[src/rtl/binary_down_timer.sv]
// Purpose : loadable down-counter with run/pause/done control, optional periodic reload.
// Latency : out/tc/busy/done are all registered; tc rises on the same edge out leaves 1.
// Backpres: none; tick is a count-enable strobe, start/pause/load are level-sampled each clk.
//
// Ports:
//   clk         - single clock, rising edge
//   rst         - asynchronous active-high reset
//   load        - capture load_val into count and reload register (highest priority)
//   load_val    - start/reload value
//   start       - run from IDLE, resume from PAUSE, restart from DONE
//   pause       - halt counting while in RUN
//   tick        - one decrement per clk while in RUN
//   auto_reload - 1: periodic (reload from rld at terminal count), 0: one-shot
//   out         - current count
//   tc          - one-cycle terminal-count pulse
//   busy        - 1 in RUN or PAUSE
//   done        - 1 in DONE
module binary_down_timer #(
  parameter int CNT_BIT_WIDTH = 9
) (
  input  logic                     clk,
  input  logic                     rst,
  input  logic                     load,
  input  logic [CNT_BIT_WIDTH-1:0] load_val,
  input  logic                     start,
  input  logic                     pause,
  input  logic                     tick,
  input  logic                     auto_reload,
  output logic [CNT_BIT_WIDTH-1:0] out,
  output logic                     tc,
  output logic                     busy,
  output logic                     done
);

  localparam logic [CNT_BIT_WIDTH-1:0] CNT_ONE = CNT_BIT_WIDTH'(1);

  typedef enum logic [1:0] {
    ST_IDLE  = 2'd0,
    ST_RUN   = 2'd1,
    ST_PAUSE = 2'd2,
    ST_DONE  = 2'd3
  } state_t;

  state_t                   state, state_nxt;
  logic [CNT_BIT_WIDTH-1:0] rld, rld_nxt;
  logic [CNT_BIT_WIDTH-1:0] out_nxt;
  logic                     tc_nxt;

  always_ff @(posedge clk or posedge rst) begin
    if (rst) begin
      state <= ST_IDLE;
      out   <= '0;
      rld   <= '0;
      tc    <= 1'b0;
    end else begin
      state <= state_nxt;
      out   <= out_nxt;
      rld   <= rld_nxt;
      tc    <= tc_nxt;
    end
  end

  always_comb begin
    state_nxt = state;
    out_nxt   = out;
    rld_nxt   = rld;
    tc_nxt    = 1'b0;

    if (load) begin
      // load overrides everything else that cycle and parks the timer in IDLE
      out_nxt   = load_val;
      rld_nxt   = load_val;
      state_nxt = ST_IDLE;
    end else begin
      unique case (state)
        ST_IDLE: begin
          if (start && (out != '0)) state_nxt = ST_RUN;
        end

        ST_RUN: begin
          // pause wins over tick: no decrement on the cycle we stop
          if (pause) begin
            state_nxt = ST_PAUSE;
          end else if (tick) begin
            if (out > CNT_ONE) begin
              out_nxt = out - CNT_ONE;
            end else if (out == CNT_ONE) begin
              tc_nxt = 1'b1;
              if (auto_reload && (rld != '0)) begin
                out_nxt = rld;
              end else begin
                out_nxt   = '0;
                state_nxt = ST_DONE;
              end
            end else begin
              // a zero count in RUN is unreachable; settle into DONE rather than wrap
              state_nxt = ST_DONE;
            end
          end
        end

        ST_PAUSE: begin
          if (start && !pause) state_nxt = ST_RUN;
        end

        ST_DONE: begin
          if (start && (rld != '0)) begin
            out_nxt   = rld;
            state_nxt = ST_RUN;
          end
        end

        default: state_nxt = ST_IDLE;
      endcase
    end
  end

  assign busy = (state == ST_RUN) || (state == ST_PAUSE);
  assign done = (state == ST_DONE);

endmodule

[config.mk]
export PLATFORM = sky130hd
export DESIGN_NAME = binary_down_timer
export DESIGN_NICKNAME = d
export VERILOG_FILES = /design/src/rtl/binary_down_timer.sv
export SDC_FILE = /design/constraint.sdc
export NUM_CORES = 1
export LEC_CHECK = 0
export CORE_MARGIN = 5
export CORE_UTILIZATION = 33
export CTS_CLUSTER_SIZE = 8
export DETAILED_ROUTE_END_ITERATION = 10
export GPL_TIMING_DRIVEN = 0
export PLACE_DENSITY = 0.56
export SETUP_SLACK_MARGIN = 0.3
export SLEW_MARGIN = 20
export SYNTH_ARGS = -nofsm -noshare
export SYNTH_HDL_FRONTEND = slang
export SYNTH_SLANG_ARGS = --single-unit
[constraint.sdc]
create_clock -name clk -period 2.9 [get_ports clk]
set_input_delay 0.87 -clock clk [delete_from_list [all_inputs] [get_ports clk]]
set_output_delay 0.87 -clock clk [all_outputs]
set_load 0.01 [all_outputs]
==> Word level (Yosys, flattened, before mapping) <==
Cells that the tools add are included.
{ "classes": {"addsub": 1, "n_reduce_logical": 12, "eq_ne": 13, "n_lt_le_gt_ge": 1, "multipliers": 0, "shifts": 0, "div": 0, "bitwise": 0, "muxes": 24} }
{ "op_table": {"columns": ["operator", "n"], "rows": [
  ["9-bit 2-to-1 mux", 7],
  ["2-bit 2-to-1 mux", 9],
  ["9-bit case mux with 2 select lines", 1],
  ["9-bit nonzero test", 2],
  ["3-bit inequality test, second input constant", 4],
  ["4-bit inequality test, second input constant", 3],
  ["9-bit by 1-bit equality test with 1-bit output, second input constant", 1],
  ["9-bit by 1-bit greater-than comparator with 1-bit output, second input constant", 1],
  ["9-bit by 1-bit subtractor with 9-bit output, second input constant", 1],
  ["2-bit case mux with 4 select lines", 1],
  ["1-bit 2-to-1 mux", 6],
  ["6-bit AND reduction", 1],
  ["5-bit inequality test, second input constant", 1],
  ["5-bit AND reduction", 1],
  ["2-bit equality test, second input constant", 2],
  ["1-bit logical AND", 4],
  ["3-bit by 2-bit inequality test with 1-bit output, second input constant", 1],
  ["3-bit nonzero test", 1],
  ["2-bit by 1-bit equality test with 1-bit output, second input constant", 1],
  ["2-bit zero test", 1],
  ["1-bit zero test", 1],
  ["1-bit logical OR", 1]
]} }
{ "totals": {"ram_bits": 0, "out_inout_bits": 12, "latchBits": 0, "word_cells": 55, "memories": 0, "romBits": 0, "register_bits": 21} }

==> Logic depth before layout (Yosys ltp) <==
{ "logic_depth": {"ltp_word": 9, "depth_mapped": 8, "ltp_nobuf": 7} }

==> Worst setup path before layout <==
OpenSTA, ideal clock, no wires.
{ "synth_path": {"kind": "input port to flip-flop", "from": "in load", "to": "reg rld[4]", "cell_stages": 4, "setup_ns": 0.125, "setup_slack_ns": 0.776, "required_time_ns": 2.775, "t_arrival_ns": 1.999, "cell_sequence": "buf_2 > buf_1 > buf_1 > mux2_2"} }
{ "synth_rtl": {"columns": ["item", "line", "text"], "rows": [
  ["start: declaration", "23", "input logic load,"],
  ["end signal: assignment", "58", "rld <= rld_nxt;"],
  ["end: declaration", "45", "logic [CNT_BIT_WIDTH-1:0] rld, rld_nxt;"]
]} }
No word-level cell between the ends.

==> Worst setup path in the final report <==
{ "layout_path": {"from": "reg state[0]", "to": "out busy"} }
{ "layout_via": {"elab_chain_len": 2, "elab_cells_between_ends": 3, "cone_classes": "2 x eq/ne; 1 x reduce/logical"} }
{ "layout_lines": {"columns": ["item", "line", "text"], "rows": [
  ["start: declaration", "44", "state_t state, state_nxt;"],
  ["start signal: assignment", "56", "state <= state_nxt;"],
  ["2-bit by 1-bit equality test with 1-bit output / 2-bit equality test (equally long branches)", "118", "assign busy = (state == ST_RUN) || (state == ST_PAUSE);"],
  ["1-bit logical OR (*)", "118", null],
  ["end: declaration", "31", "output logic busy,"]
]} }
Mark *: on every way between the ends. The rest lies on a longest branch, timed or not.

==> impl_metrics.env <==
export IMPL_status="complete, no violations"
export IMPL_seq_area_frac_synth_pct=36.7
export IMPL_track_usage_pct=14.7
export IMPL_ys_ff_latch=21
export IMPL_cts_resized_gates=0
export IMPL_finalPower_uw=1260
export IMPL_synthTopCellsByArea="dfrtp_1, ha_1, o21ai_0"
export IMPL_hold_path_class="flip-flop to flip-flop"
export IMPL_cp_start_kind="flip-flop"
export IMPL_clkSinkCount=21
export IMPL_dp_hpwl_mm=2.91
export IMPL_grt_overflow_total=0
export IMPL_required_ns=2.03
export IMPL_syn_cell_area_um2=1430
export IMPL_tightestPinTransition_ns=0.824
export IMPL_post_cts_buffers=0
export IMPL_wl_per_cell_um=16.5
export IMPL_pin_count=28
export IMPL_clkLatencyLatePin_ns=0.26
export IMPL_die_h_um=75.9
export IMPL_synth_edf_count=0
export IMPL_synth_cell_type_count=48
export IMPL_timing_hold_ws_ns=0.513
export IMPL_synth_top_area_share_pct=36.7
export IMPL_power_density_nw_per_um2=700
export IMPL_cts_htree_levels=1
export IMPL_rsz0062_at_grt="no"
export IMPL_maxCapViolCount=0
export IMPL_period_share_pct=83.2
export IMPL_multi_input_area_um2=828
export IMPL_final_cell_mix="clkdlybuf4s50_1, dfrtp_1, o21ai_0"
export IMPL_cts_tree="done"
export IMPL_syn_inst=152
export IMPL_report_final_hold_viol_count=0
export IMPL_numPortBuffers=26
export IMPL_yosys_area_top_type="dfrtp_1"
export IMPL_final_common_cell="clkdlybuf4s50_1"
export IMPL_drv_slew=0
export IMPL_cts_made_buffers=3
export IMPL_clock_skew_ns=0.00166
export IMPL_fillerInstances=429
export IMPL_nets=205
export IMPL_setup_viol=0
export IMPL_slowest_delay_ns=0.53
export IMPL_crit_slowest_cell="clkdlybuf4s50_1"
export IMPL_synth_nets=174
export IMPL_core_um2=4290
export IMPL_clockBufferDepth=2
export IMPL_max_freq_mhz=415
export IMPL_crit_path_end_kind="output port"
export IMPL_critPathMaxFanout=4
export IMPL_vias=1315
export IMPL_ys_flop_type="dfrtp_1"
export IMPL_grt_max_degree=22
export IMPL_viasPerCell=5.62
export IMPL_max_slew_margin_pct=45.0
export IMPL_drc=0
export IMPL_worst_ep_arrival_time_ns=1.54
export IMPL_die_area_um2=5750
export IMPL_ant_nets=0
export IMPL_peakVddDrop_mv=0.222
export IMPL_yosys_warnings=0
export IMPL_power_leakage_uw=0.000714
export IMPL_criticalPathCategory="flip-flop to output port"
export IMPL_area_delta_synth_final_pct=25.9
export IMPL_antenna_found_initial=0
export IMPL_fp_dieW_um=75.9
export IMPL_cts_hold_buf=0
export IMPL_grt_pass1_vias=1341
export IMPL_grt_pass1_wl_mm=6.40
export IMPL_rows=24
export IMPL_post_route_min_period_ns=2.41
export IMPL_async_flop_share_pct=100
export IMPL_setup_tns_ns=0
export IMPL_antenna_cells=0
export IMPL_drive_gt1_share_pct=12.1
export IMPL_drt_total_wl_mm=3.86
export IMPL_gp_congestion=0.894
export IMPL_drt_pass1_iter_count=4
export IMPL_avgSynthCellArea_um2=9.42
export IMPL_path_cells="inv_1 -> ha_1 -> clkdlybuf4s50_1"
export IMPL_seq_area_um2=526
export IMPL_start_util_pct=33.3
export IMPL_drt_iter0_markers=91
export IMPL_clk_pin_slew_worst_paths_ns=0.08
export IMPL_root_buffer="clkbuf_8"
worst max-delay path: cells and delay by family, from the launching register on:
family,cells,cell delay (ns)
buffers and inverters,2,0.60
adder cells (fa/ha/maj),1,0.28
flip-flops,1,0.40
flip-flops by register name (all words and copies together), names as in the netlist:
signal	cells
out	9
rld	9
state	2
tc	1
path summary, 6_finish.rpt:
kind	depth (start not counted)	slack, ns	endpoint	from
hold reg to reg	2	0.51	rld[2]	rld[2]
setup / recovery	3	0.49	busy	state[0]
hold / removal	2	0.51	rld[2]	rld[2]
setup reg to reg	7	0.67	out[8]	out[0]
max in group asynchronous	2	1.32	state[0]	rst
min in group asynchronous	2	1.07	out[3]	rst
kinds of logic after synthesis:
family | count (synthesis) | share of synthesized area (%)
multiplexers | 5 | 3.93
XOR/XNOR | 3 | 1.84
AO/OA/AOI/OAI | 52 | 27.7
AND/OR/NAND/NOR | 47 | 19.1
buffers and inverters | 18 | 5.42
adder cells (fa/ha/maj) | 6 | 5.24
flip-flops | 21 | 36.7
synthesized netlist by cell type, types with 2 or more instances:
| cell | number |
|---|---|
| a211oi_1 | 3 |
| a21oi_1 | 5 |
| a222oi_1 | 2 |
| a311o_1 | 2 |
| a311oi_1 | 2 |
| a31oi_1 | 4 |
| and3_1 | 2 |
| buf_1 | 2 |
| buf_2 | 2 |
| dfrtp_1 | 21 |
| ha_1 | 6 |
| inv_1 | 12 |
| mux2_2 | 5 |
| nand2_1 | 13 |
| nand3_1 | 4 |
| nor2_1 | 10 |
| nor3_1 | 6 |
| nor4_4 | 2 |
| o2111ai_1 | 2 |
| o21a_1 | 2 |
| o21ai_0 | 15 |
| o21ai_1 | 3 |
| xor2_1 | 2 |
where the power goes:
part	switching [uW]	internal, uW
sequential	129	361
combinational	292	284
clock	95.8	97.9
total	517	744
stage by stage:
stage | area (um^2) | std cells | setup WS [ns] | utilization, %
finish | 1800 | 234 | 0.488 | 42.0
global route | 1800 | 234 | 0.400 | 42.0
CTS | 1800 | 234 | 0.461 | 42.0
detailed placement | 1760 | 230 | 0.359 | 40.9
global placement | 1760 | 230 | 0.375 | 40.9
floorplan | 1430 | 152 | 0.776 | -
metal layers:
metal / part of all wire [%] / vias up / track usage (%)
met1: 48 / 639 / 21.1
li1: - / 633 / -
met3: 5.5 / 5 / 2.37
met2: 46 / 38 / 22.1
met4: 1.1 / 0 / 5.44
met5: 0 / - / 0
layout make-up:
class	count	area share, %
repair buffers	26	14.4
plain buffers	5	1.60
well taps	52	3.61
multi-input cells	113	46.0
flip-flops and latches	21	29.2
clock buffers	4	2.50
inverters	13	2.71
Power figures use the tool's default switching activity.
